==> src/rtl/button_pkg.sv <==
// Shared types and defaults for the push-button input path.
package button_pkg;

  // Per-channel debounce FSM states.
  typedef enum logic [1:0] {
    IDLE_LO,
    WAIT_HI,
    IDLE_HI,
    WAIT_LO
  } debounce_state_t;

  // Channel count shared with the downstream button peripheral.
  localparam int unsigned N_BUTTONS_DEFAULT = 4;

  // Default number of stable synchronised cycles before a level is accepted.
  localparam int unsigned DEBOUNCE_CYCLES_DEFAULT = 16;

endpackage

==> src/rtl/button_debounce_channel.sv <==
// One button line: 2-flop synchroniser, counter-based debounce FSM,
// registered clean level and one-cycle press/release pulses.
module button_debounce_channel
  import button_pkg::*;
#(
  parameter int unsigned DEBOUNCE_CYCLES = DEBOUNCE_CYCLES_DEFAULT
) (
  input  logic clk,
  input  logic rst,
  input  logic button_raw,
  output logic button_state,
  output logic button_pressed,
  output logic button_released
);

  localparam int unsigned        CNT_W    = $clog2(DEBOUNCE_CYCLES + 1);
  localparam logic [CNT_W-1:0]   CNT_ONE  = CNT_W'(1);
  localparam logic [CNT_W-1:0]   CNT_LAST = CNT_W'(DEBOUNCE_CYCLES - 1);
  localparam bit                 SINGLE   = (DEBOUNCE_CYCLES == 1);

  logic            sync1_q;
  logic            sync2_q;
  debounce_state_t fsm_q,   fsm_d;
  logic [CNT_W-1:0] cnt_q,  cnt_d;
  logic            level_q, level_d;
  logic            rise_q,  rise_d;
  logic            fall_q,  fall_d;

  // Bring the asynchronous raw level into the clk domain.
  always_ff @(posedge clk or posedge rst) begin
    if (rst) begin
      sync1_q <= 1'b0;
      sync2_q <= 1'b0;
    end else begin
      sync1_q <= button_raw;
      sync2_q <= sync1_q;
    end
  end

  // Debounce state, counter, clean level and event pulse registers.
  always_ff @(posedge clk or posedge rst) begin
    if (rst) begin
      fsm_q   <= IDLE_LO;
      cnt_q   <= '0;
      level_q <= 1'b0;
      rise_q  <= 1'b0;
      fall_q  <= 1'b0;
    end else begin
      fsm_q   <= fsm_d;
      cnt_q   <= cnt_d;
      level_q <= level_d;
      rise_q  <= rise_d;
      fall_q  <= fall_d;
    end
  end

  // Next-state logic: any return to the old level restarts the count; the
  // level flips only after DEBOUNCE_CYCLES consecutive differing samples.
  always_comb begin
    fsm_d   = fsm_q;
    cnt_d   = cnt_q;
    level_d = level_q;
    rise_d  = 1'b0;
    fall_d  = 1'b0;
    unique case (fsm_q)
      IDLE_LO: begin
        if (sync2_q) begin
          if (SINGLE) begin
            fsm_d   = IDLE_HI;
            level_d = 1'b1;
            rise_d  = 1'b1;
          end else begin
            fsm_d = WAIT_HI;
            cnt_d = CNT_ONE;
          end
        end
      end
      WAIT_HI: begin
        if (!sync2_q) begin
          fsm_d = IDLE_LO;
          cnt_d = '0;
        end else if (cnt_q == CNT_LAST) begin
          fsm_d   = IDLE_HI;
          cnt_d   = '0;
          level_d = 1'b1;
          rise_d  = 1'b1;
        end else begin
          cnt_d = cnt_q + CNT_ONE;
        end
      end
      IDLE_HI: begin
        if (!sync2_q) begin
          if (SINGLE) begin
            fsm_d   = IDLE_LO;
            level_d = 1'b0;
            fall_d  = 1'b1;
          end else begin
            fsm_d = WAIT_LO;
            cnt_d = CNT_ONE;
          end
        end
      end
      WAIT_LO: begin
        if (sync2_q) begin
          fsm_d = IDLE_HI;
          cnt_d = '0;
        end else if (cnt_q == CNT_LAST) begin
          fsm_d   = IDLE_LO;
          cnt_d   = '0;
          level_d = 1'b0;
          fall_d  = 1'b1;
        end else begin
          cnt_d = cnt_q + CNT_ONE;
        end
      end
      default: begin
        fsm_d   = IDLE_LO;
        cnt_d   = '0;
        level_d = 1'b0;
      end
    endcase
  end

  assign button_state    = level_q;
  assign button_pressed  = rise_q;
  assign button_released = fall_q;

endmodule

==> src/rtl/button_debouncer.sv <==
// N independent debounced button channels for the button peripheral.
module button_debouncer
  import button_pkg::*;
#(
  parameter int unsigned N_BUTTONS       = N_BUTTONS_DEFAULT,
  parameter int unsigned DEBOUNCE_CYCLES = DEBOUNCE_CYCLES_DEFAULT
) (
  input  logic                 clk,
  input  logic                 rst,
  input  logic [N_BUTTONS-1:0] button_raw,
  output logic [N_BUTTONS-1:0] button_state,
  output logic [N_BUTTONS-1:0] button_pressed,
  output logic [N_BUTTONS-1:0] button_released
);

  for (genvar i = 0; i < N_BUTTONS; i++) begin : g_chan
    button_debounce_channel #(
      .DEBOUNCE_CYCLES(DEBOUNCE_CYCLES)
    ) u_chan (
      .clk            (clk),
      .rst            (rst),
      .button_raw     (button_raw[i]),
      .button_state   (button_state[i]),
      .button_pressed (button_pressed[i]),
      .button_released(button_released[i])
    );
  end

endmodule
==> config.mk <==
export PLATFORM = sky130hd
export DESIGN_NAME = button_debouncer
export DESIGN_NICKNAME = d
export VERILOG_FILES = /design/src/rtl/button_pkg.sv /design/src/rtl/button_debounce_channel.sv /design/src/rtl/button_debouncer.sv
export SDC_FILE = /design/constraint.sdc
export NUM_CORES = 1
export LEC_CHECK = 0
export ABC_AREA = 1
export CAP_MARGIN = 20
export CELL_PAD_IN_SITES_DETAIL_PLACEMENT = 1
export CELL_PAD_IN_SITES_GLOBAL_PLACEMENT = 1
export CORE_ASPECT_RATIO = 0.9
export CORE_MARGIN = 2
export CORE_UTILIZATION = 47
export CTS_CLUSTER_SIZE = 16
export DETAILED_ROUTE_END_ITERATION = 8
export PLACE_DENSITY = 0.86
export RECOVER_POWER = 50
export SKIP_LAST_GASP = 1
export SYNTH_ARGS = -nofsm -noshare
export SYNTH_HDL_FRONTEND = slang
export SYNTH_SLANG_ARGS = --single-unit
==> constraint.sdc <==
create_clock -name clk -period 2.4 [get_ports clk]
set_input_delay 0.48 -clock clk [delete_from_list [all_inputs] [get_ports clk]]
set_output_delay 0.48 -clock clk [all_outputs]
set_load 0.01 [all_outputs]
== After elaboration in Yosys (flattened, before gate mapping) ==
Index checks and enable logic that the tools add are counted.
Word-level totals
  bits in read-only memories: 0
  output and inout bits: 12
  logic and storage cells: 192
  memories: 0
  flip-flop bits (word level): 48
  input bits: 6
  RAM bits: 0
  bits in latches: 0
Operators by class
  reduce and logical (&&, ||, !) cells: 20
  divide/modulo/power cells: 0
  order comparisons: 0
  bitwise logic cells: 0
  shifts and indexed selects: 0
  $add $sub $neg: 4
  equality and inequality tests: 48
  $mul: 0
  muxes and demuxes: 92
Operator list (number)
  $mux 5: 20
  $pmux 5 s4: 4
  $mux 2: 24
  $mux 1: 36
  $ne 2x1->1 const B: 16
  $pmux 2 s4: 4
  $add 5x1->5 const B: 4
  $eq 5x4->1 const B: 4
  $reduce_and 5->1: 4
  $eq 2x2->1 const B: 8
  $ne 2x2->1 const B: 8
  $reduce_and 4->1: 4
  $ne 3x1->1 const B: 4
  $ne 3x3->1 const B: 4
  $eq 2x1->1 const B: 4
  $logic_not 2->1: 4
  $pmux 1 s2: 4
  $reduce_and 2->1: 4
  $reduce_bool 2->1: 4

== Longest topological paths before layout ==
Gate-level depths: netlist of run 1.
  depth in word-level cells: 4
  mapped depth: 7
  gate-level depth less buffers: 7

== By module ==
A second synthesis of run 1 with hierarchy kept.
Second synthesis, totals
  cells, all modules: 258
  area, all modules: 2302.2 µm²
Modules (own cells, without submodules)
  button_debounce_channel (g_chan[0].u_chan ...): area an instance 576.8 µm², seq. area each 300.3 µm², cells each 64, times used 2
  button_debounce_channel (g_chan[3].u_chan): area an instance 578.1 µm², seq. area each 300.3 µm², cells each 64, times used 1
  button_debounce_channel (g_chan[2].u_chan): area an instance 570.5 µm², seq. area each 300.3 µm², cells each 66, times used 1

== Least setup slack after synthesis of run 1 ==
Ideal clock, no wire load.
  kind: flip-flop to flip-flop
  start point: register g_chan[3].u_chan.cnt_q[0]
  end point: register with a tool-made name
  stages on the path, launching flop included: 7
  data arrival time: 1015 ps
  data required time: 2283 ps
  setup slack: 1269 ps
  cells stage by stage: dfrtp_1 ha_1 nand4_2 nand2_2 nand2_1 nand2_1 nand2_1
RTL lines
  from (decl): line button_debounce_channel.sv:24  | logic [CNT_W-1:0] cnt_q, cnt_d;
  from (signal assigned): line button_debounce_channel.sv:50  | cnt_q <= cnt_d;

== Worst setup path in the final report of run 1 ==
  start point: register g_chan[0].u_chan.level_q
  end point: output port button_state[0]
RTL lines
  from (decl): line button_debounce_channel.sv:25  | logic level_q, level_d;
  from (signal assigned): line button_debounce_channel.sv:51  | level_q <= level_d;
  to (decl): line button_debouncer.sv:11  | output logic [N_BUTTONS-1:0] button_state,
No word-level cell between the ends.

==> out/results.ini, run 1 <==
[place]
gp_congestion = 0.806
post-place-ws_ns = 0.996
port_buffers = 17
dp.final_hpwl_um = 3070

[critical_path]
path_cells = clkdlybuf4s50_1
worstSetupStartpointType = flop
crit_start = g_chan[0].u_chan.button_state$_DFFE_PP0P_
critPathBufInv = 1
crit_family = buffers and inverters
worst-endpoint-required_ns = 1.92
critical_path_class = reg2out
cp.arrival_ns = 1.20
crit_fanout = 2
cpPeakStageDelay_ns = 0.54
r2r-start = g_chan[1].u_chan.cnt_q[1]$_DFFE_PP0P_
cp-end-kind = output pin
worst_path_max_delay_cell = clkdlybuf4s50_1

[timing]
skew_ns = 0.00682
period_share = 0.698
finalCriticalPeriod_ns = 1.68
rsz0062_at_grt = false
tns_ns = 0
setup_viol = 0
fmax_mhz = 597
hold_viol = 0
worstMarginPinSlew_ns = 0.898
fin_ws_ns = 0.724
holdWs_ns = 0.346
slew_headroom = 0.400
slew_viol_final = 0

[floorplanning]
chipHeight_um = 68.9
core_sq_um = 4490
start_util = 0.490
die_w_um = 76.1
io_pins = 18
rows = 23
die_area_sq_um = 5240

[global_routing]
track_usage = 0.188
grt_pass1_vias = 1645
antenna_found_initial = 0
grt_max_degree = 27
grt_pass1_wl_um = 7650
grt-ovfl-total = 0

[clocking]
clk_pin_slew_worst_paths_ns = 0.08
cts.path.max_buffers = 2
clk_latency_ns = 0.30
cts_sinks = 48
post_cts_buffers = 0
cts_hold_buf = 0
htreeDepth = 2
cts_tree = built
post_cts_resized = 0
numCtsBuffers = 5
cts_root_buf = clkbuf_8

[synthesis]
ys_ff_latch = 48
synth_cells = 241
yosysTopAreaCell = dfrtp_1
yosys.area.top_type_share = 0.546
ys_warn_count = 0
synth_nets = 251
netlist_top_cells_area = dfrtp_1 55%, nand2_1 9.6%, nand3_1 5.5%
syn_avg_cell_area_sq_um = 9.13
seq_area_frac_synth = 0.546
netlist_area_sq_um = 2200
synth.distinct_cells = 25

[layout]
nFillCells = 519
n_antenna_cell = 0
multiInputGateArea_sq_um = 764
regArea_sq_um = 1200
final_common_cell = nand2_1
area_growth_syn_to_layout_pct = 11.5
layout.nets = 262
drive_gt1_frac = 0.0952
final_cell_mix = 57 x nand2_1, 48 x dfrtp_1, 32 x inv_1

[route]
wl_per_cell_um = 13.4
vias = 1554
ant_nets = 0
drc = 0
drt-vias-per-instance = 4.95
drtIter0Drc = 89
wl_um = 4220
dr.pass1.iters = 4

[pwr]
p_leak_nw = 1.28
power.density_nw_per_um2 = 832
power_mw = 2.04
worst_ir_drop_vdd_mv = 0.384

[status]
outcome = completed

[run]
cap_violations = 0

[min_path]
worstHoldStart = g_chan[0].u_chan.sync1_q$_DFF_PP0_
hp-class = reg2reg

-- routing by layer --
layer / vias to the layer above / GRT usage / routed length, um / share of wire
li1: 770 / - / - / -
met2: 22 / 0.318 / 2110 / 0.50
met5: - / 0 / 0 / 0
met4: 0 / 0.0682 / 75 / 0.018
met3: 9 / 0.0495 / 141 / 0.033
met1: 753 / 0.239 / 1900 / 0.45
-- sequential cells by signal (all words and copies together), names as in the netlist, named ones only --
signal,cells
g_chan.u_chan.cnt_q,20
g_chan.u_chan.button_pressed,4
g_chan.u_chan.button_released,4
g_chan.u_chan.button_state,4
g_chan.u_chan.fsm_q,4
g_chan.u_chan.sync1_q,4
g_chan.u_chan.sync2_q,4
-- worst paths after layout --
kind                                                        endpoint  slack [ns]  depth (start not counted)
max in group asynchronous  g_chan[3].u_chan.button_state$_DFFE_PP0P_        0.94                          3
hold reg to reg                   g_chan[0].u_chan.sync2_q$_DFF_PP0_        0.35                          0
hold / removal                    g_chan[0].u_chan.sync2_q$_DFF_PP0_        0.35                          0
setup reg to reg               g_chan[1].u_chan.cnt_q[3]$_DFFE_PP0P_        1.07                          6
min in group asynchronous      g_chan[0].u_chan.cnt_q[4]$_DFFE_PP0P_        0.81                          2
setup / recovery                                     button_state[0]        0.72                          1
-- cells by family (layout without fill, tap and decap cells) --
kind of cell	count (synthesis)	in the layout	synth area share
buffers and inverters	47	58	0.102
DFF	48	48	0.546
adders and majority gates	4	4	0.0228
AOI/OAI and AO/OA	27	27	0.0666
xor gates and xnor gates	5	5	0.0199
and+or+nand+nor	110	110	0.243
-- Yosys cell counts --
cell,count
a21oi_1,6
a21oi_2,1
a22oi_1,1
buf_2,1
buf_4,12
clkbuf_2,1
dfrtp_1,48
ha_1,4
inv_1,32
inv_2,1
nand2_1,56
nand2_2,5
nand3_1,24
nand3_2,1
nand4_1,1
nand4_2,3
nor2_1,12
nor2_2,2
nor2_4,5
nor3_1,1
o21ai_0,15
o21ai_1,2
o21bai_1,2
xnor2_1,3
xor2_1,2
-- stage by stage --
stage,instance area (sq um),instances,util
floorplan,2200,241,-
global placement,2370,307,0.527
detailed placement,2370,307,0.527
CTS,2460,314,0.549
global route,2450,314,0.547
finish,2450,314,0.547
-- final cells by class --
class	count	area share
Multi-Input combinational cell	146	0.312
Timing Repair Buffer	18	0.0775
Sequential cell	48	0.490
Tap cell	62	0.0316
Clock buffer	7	0.0393
Inverter	33	0.0505
-- report_power, final --
part	switching (mW)	total, mW	internal [mW]
sequential	0.154	1.07	0.919
clock	0.251	0.508	0.257
combinational	0.291	0.460	0.169
total	0.696	2.04	1.34
(Power assumes the default switching activity.)
==> inputs of run 2 (changes only) <==
--- a/config.mk
+++ b/config.mk
@@ -11,10 +11,10 @@
 export CELL_PAD_IN_SITES_GLOBAL_PLACEMENT = 1
 export CORE_ASPECT_RATIO = 0.9
 export CORE_MARGIN = 2
-export CORE_UTILIZATION = 47
+export CORE_UTILIZATION = 44
 export CTS_CLUSTER_SIZE = 16
 export DETAILED_ROUTE_END_ITERATION = 8
-export PLACE_DENSITY = 0.86
+export PLACE_DENSITY = 0.81
 export RECOVER_POWER = 50
 export SKIP_LAST_GASP = 1
 export SYNTH_ARGS = -nofsm -noshare
==> constraint.sdc (replaced) <==
create_clock -name clk -period 1.6 [get_ports clk]
set_input_delay 0.32 -clock clk [delete_from_list [all_inputs] [get_ports clk]]
set_output_delay 0.32 -clock clk [all_outputs]
set_load 0.01 [all_outputs]
==> run 2 against run 1 <==
Routed wire length down 6.5%. Final cell count rose by 1.3%. Combinational power up 48%. Setup slack worse by 0.63 ns. Register-to-register slack lost 0.75 ns. Utilization is 3.7 points lower. Clock power is 69% higher. Sequential power rose by 50%. Worst hold slack better by 0.0084 ns. Final area up 0.41%. Total power grew 54%. Non-clock buffer count stayed put.
==> out/results.ini, run 2 (synthesis results as in run 1) <==
[status]
outcome = completed

[place]
dpl_cell_area_sq_um = 2370  ; +0.16%
dp.final_hpwl_um = 2850  ; -7.0%
post-place-ws_ns = 0.344  ; -0.652 ns
gp_congestion = 0.774  ; -4.0%
port_buffers = 17  ; unchanged

[clocking]
cts_tree = built
numCtsBuffers = 5  ; unchanged
cts.path.max_buffers = 2  ; unchanged
htreeDepth = 2  ; unchanged
cts_root_buf = clkbuf_8
clk_latency_ns = 0.30  ; about the same
cts_hold_buf = 0  ; unchanged
post_cts_buffers = 0  ; unchanged
cts_sinks = 48  ; unchanged
clk_pin_slew_worst_paths_ns = 0.08  ; about the same
post_cts_resized = 0  ; unchanged

[global_routing]
grt_pass1_wl_um = 7180  ; -6.1%
grt_pass1_vias = 1632  ; -0.79%
grt-ovfl-total = 0  ; unchanged
track_usage = 0.166  ; -0.0215
antenna_found_initial = 0  ; unchanged
grt_max_degree = 49  ; +81%

[floorplanning]
start_util = 0.455  ; -0.0350
core_sq_um = 4830  ; +7.7%
io_pins = 18  ; unchanged
rows = 24  ; +4.3%
die_w_um = 78.5  ; +3.2%
chipHeight_um = 71.1  ; +3.2%
die_area_sq_um = 5580  ; +6.4%

[critical_path]
cp-end-kind = output pin
crit_fanout = 2  ; unchanged
reg2reg_to = g_chan[0].u_chan.cnt_q[3]$_DFFE_PP0P_
worst-endpoint-required_ns = 1.28  ; -0.64 ns
worst_path_max_delay_cell = clkdlybuf4s50_1
worstSetupStartpointType = flop
path_cells = clkdlybuf4s50_1
reg2regPathDepth = 6  ; unchanged
crit_family = buffers and inverters
r2r_setup_slack_ns = 0.32  ; -0.75 ns
r2r-start = g_chan[0].u_chan.cnt_q[0]$_DFFE_PP0P_
critical_path_class = reg2out
critPathBufInv = 1  ; unchanged
cp.arrival_ns = 1.19  ; about the same
cpPeakStageDelay_ns = 0.53  ; about the same

[route]
wl_um = 3940  ; -6.5%
ant_nets = 0  ; unchanged
wl_per_cell_um = 12.4  ; -7.7%
drt-vias-per-instance = 4.89  ; -1.1%
dr.pass1.iters = 4  ; unchanged
drc = 0  ; unchanged
drtIter0Drc = 45  ; -49%
vias = 1556  ; +0.13%

[layout]
drive_gt1_frac = 0.103  ; +0.00753
postLayoutCoreUtil = 0.510  ; -0.0370
n_antenna_cell = 0  ; unchanged
final_common_cell = nand2_1
layout.nets = 262  ; unchanged
area_growth_syn_to_layout_pct = 12.0
final_cell_mix = 56 x nand2_1, 48 x dfrtp_1, 31 x inv_1
largest_register_ffs = 20  ; unchanged
regMostFlops = g_chan.u_chan.cnt_q
fin_area_sq_um = 2460  ; +0.41%

[timing]
rsz0062_at_grt = false
slew_viol_final = 0  ; unchanged
fin_ws_ns = 0.0922  ; -0.632 ns
finalCriticalPeriod_ns = 1.51
tns_ns = 0  ; unchanged
skew_ns = 0.00679  ; -0.0000249 ns
fmax_mhz = 663
slew_headroom = 0.320  ; -0.0806
period_share = 0.942
hold_viol = 0  ; unchanged
worstMarginPinSlew_ns = 1.02  ; +0.122 ns
setup_viol = 0  ; unchanged

[min_path]
worstHoldStart = g_chan[2].u_chan.sync1_q$_DFF_PP0_
holdPathStages = 0  ; unchanged
hold_path_end = g_chan[2].u_chan.sync2_q$_DFF_PP0_
hp-class = reg2reg

[pwr]
power_mw = 3.15  ; +54%
worst_ir_drop_vdd_mv = 0.724  ; +88%
power.density_nw_per_um2 = 1280  ; +54%
p_leak_nw = 1.28  ; -0.33%

[run]
cap_violations = 0  ; unchanged

run 2: cell types whose count changed in the layout (fill, tap and decap cells not counted), sizes merged:
cell and delta:
clkinv +2, bufinv +1, clkbuf -1, clkdlybuf4s50 +1
dlygate4sd3 -1, inv -1
run 2: layout make-up:
| class | instances | area, sq um |
|---|---|---|
| inverter | 33 | 124 |
| sequential | 48 | 1200 |
| clock buffer | 6 | 72.6 |
| clock inverter | 2 | 35.0 |
| timing repair buffer | 18 | 175 |
| fill | 577 | 2370 |
| tap | 65 | 81.3 |
| multi-input combinational | 146 | 774 |
run 2: worst max-delay path by stage:
stage,start,endpoint,depth (start not counted)
floorplan,rst,asynchronous set/reset pin,1
global placement,g_chan[0].u_chan.cnt_q[0]$_DFFE_PP0P_,g_chan[0].u_chan.button_state$_DFFE_PP0P_,5
detailed placement,g_chan[3].u_chan.cnt_q[0]$_DFFE_PP0P_,flop,6
CTS,g_chan[2].u_chan.button_state$_DFFE_PP0P_,button_state[2],1
global route,g_chan[2].u_chan.button_state$_DFFE_PP0P_,button_state[2],1
finish,g_chan[2].u_chan.button_state$_DFFE_PP0P_,button_state[2],1
run 2: where the power goes:
| part | switching [mW] | internal, mW | leakage (nW) |
|---|---|---|---|
| Clock | 0.392 | 0.464 | 0.0552 |
| Sequential | 0.234 | 1.38 | 0.626 |
| Combinational | 0.423 | 0.256 | 0.598 |
run 2: per-layer routing:
metal  up-vias  wire, um  part of all wire  global-route usage
met1       762      1790              0.45               0.200
met2        17      1990              0.51               0.283
met4         0        72             0.018              0.0780
li1        771         -                 -                   -
met3         6        92             0.023              0.0395
met5         -         0                 0                   0
run 2: stage by stage:
stage                     hold slack (ns)  std cells
after global placement              0.333        310
after detailed placement            0.337        310
after floorplan                     0.331        241
final                               0.355        318
after CTS                           0.358        318
after global routing                0.363        318
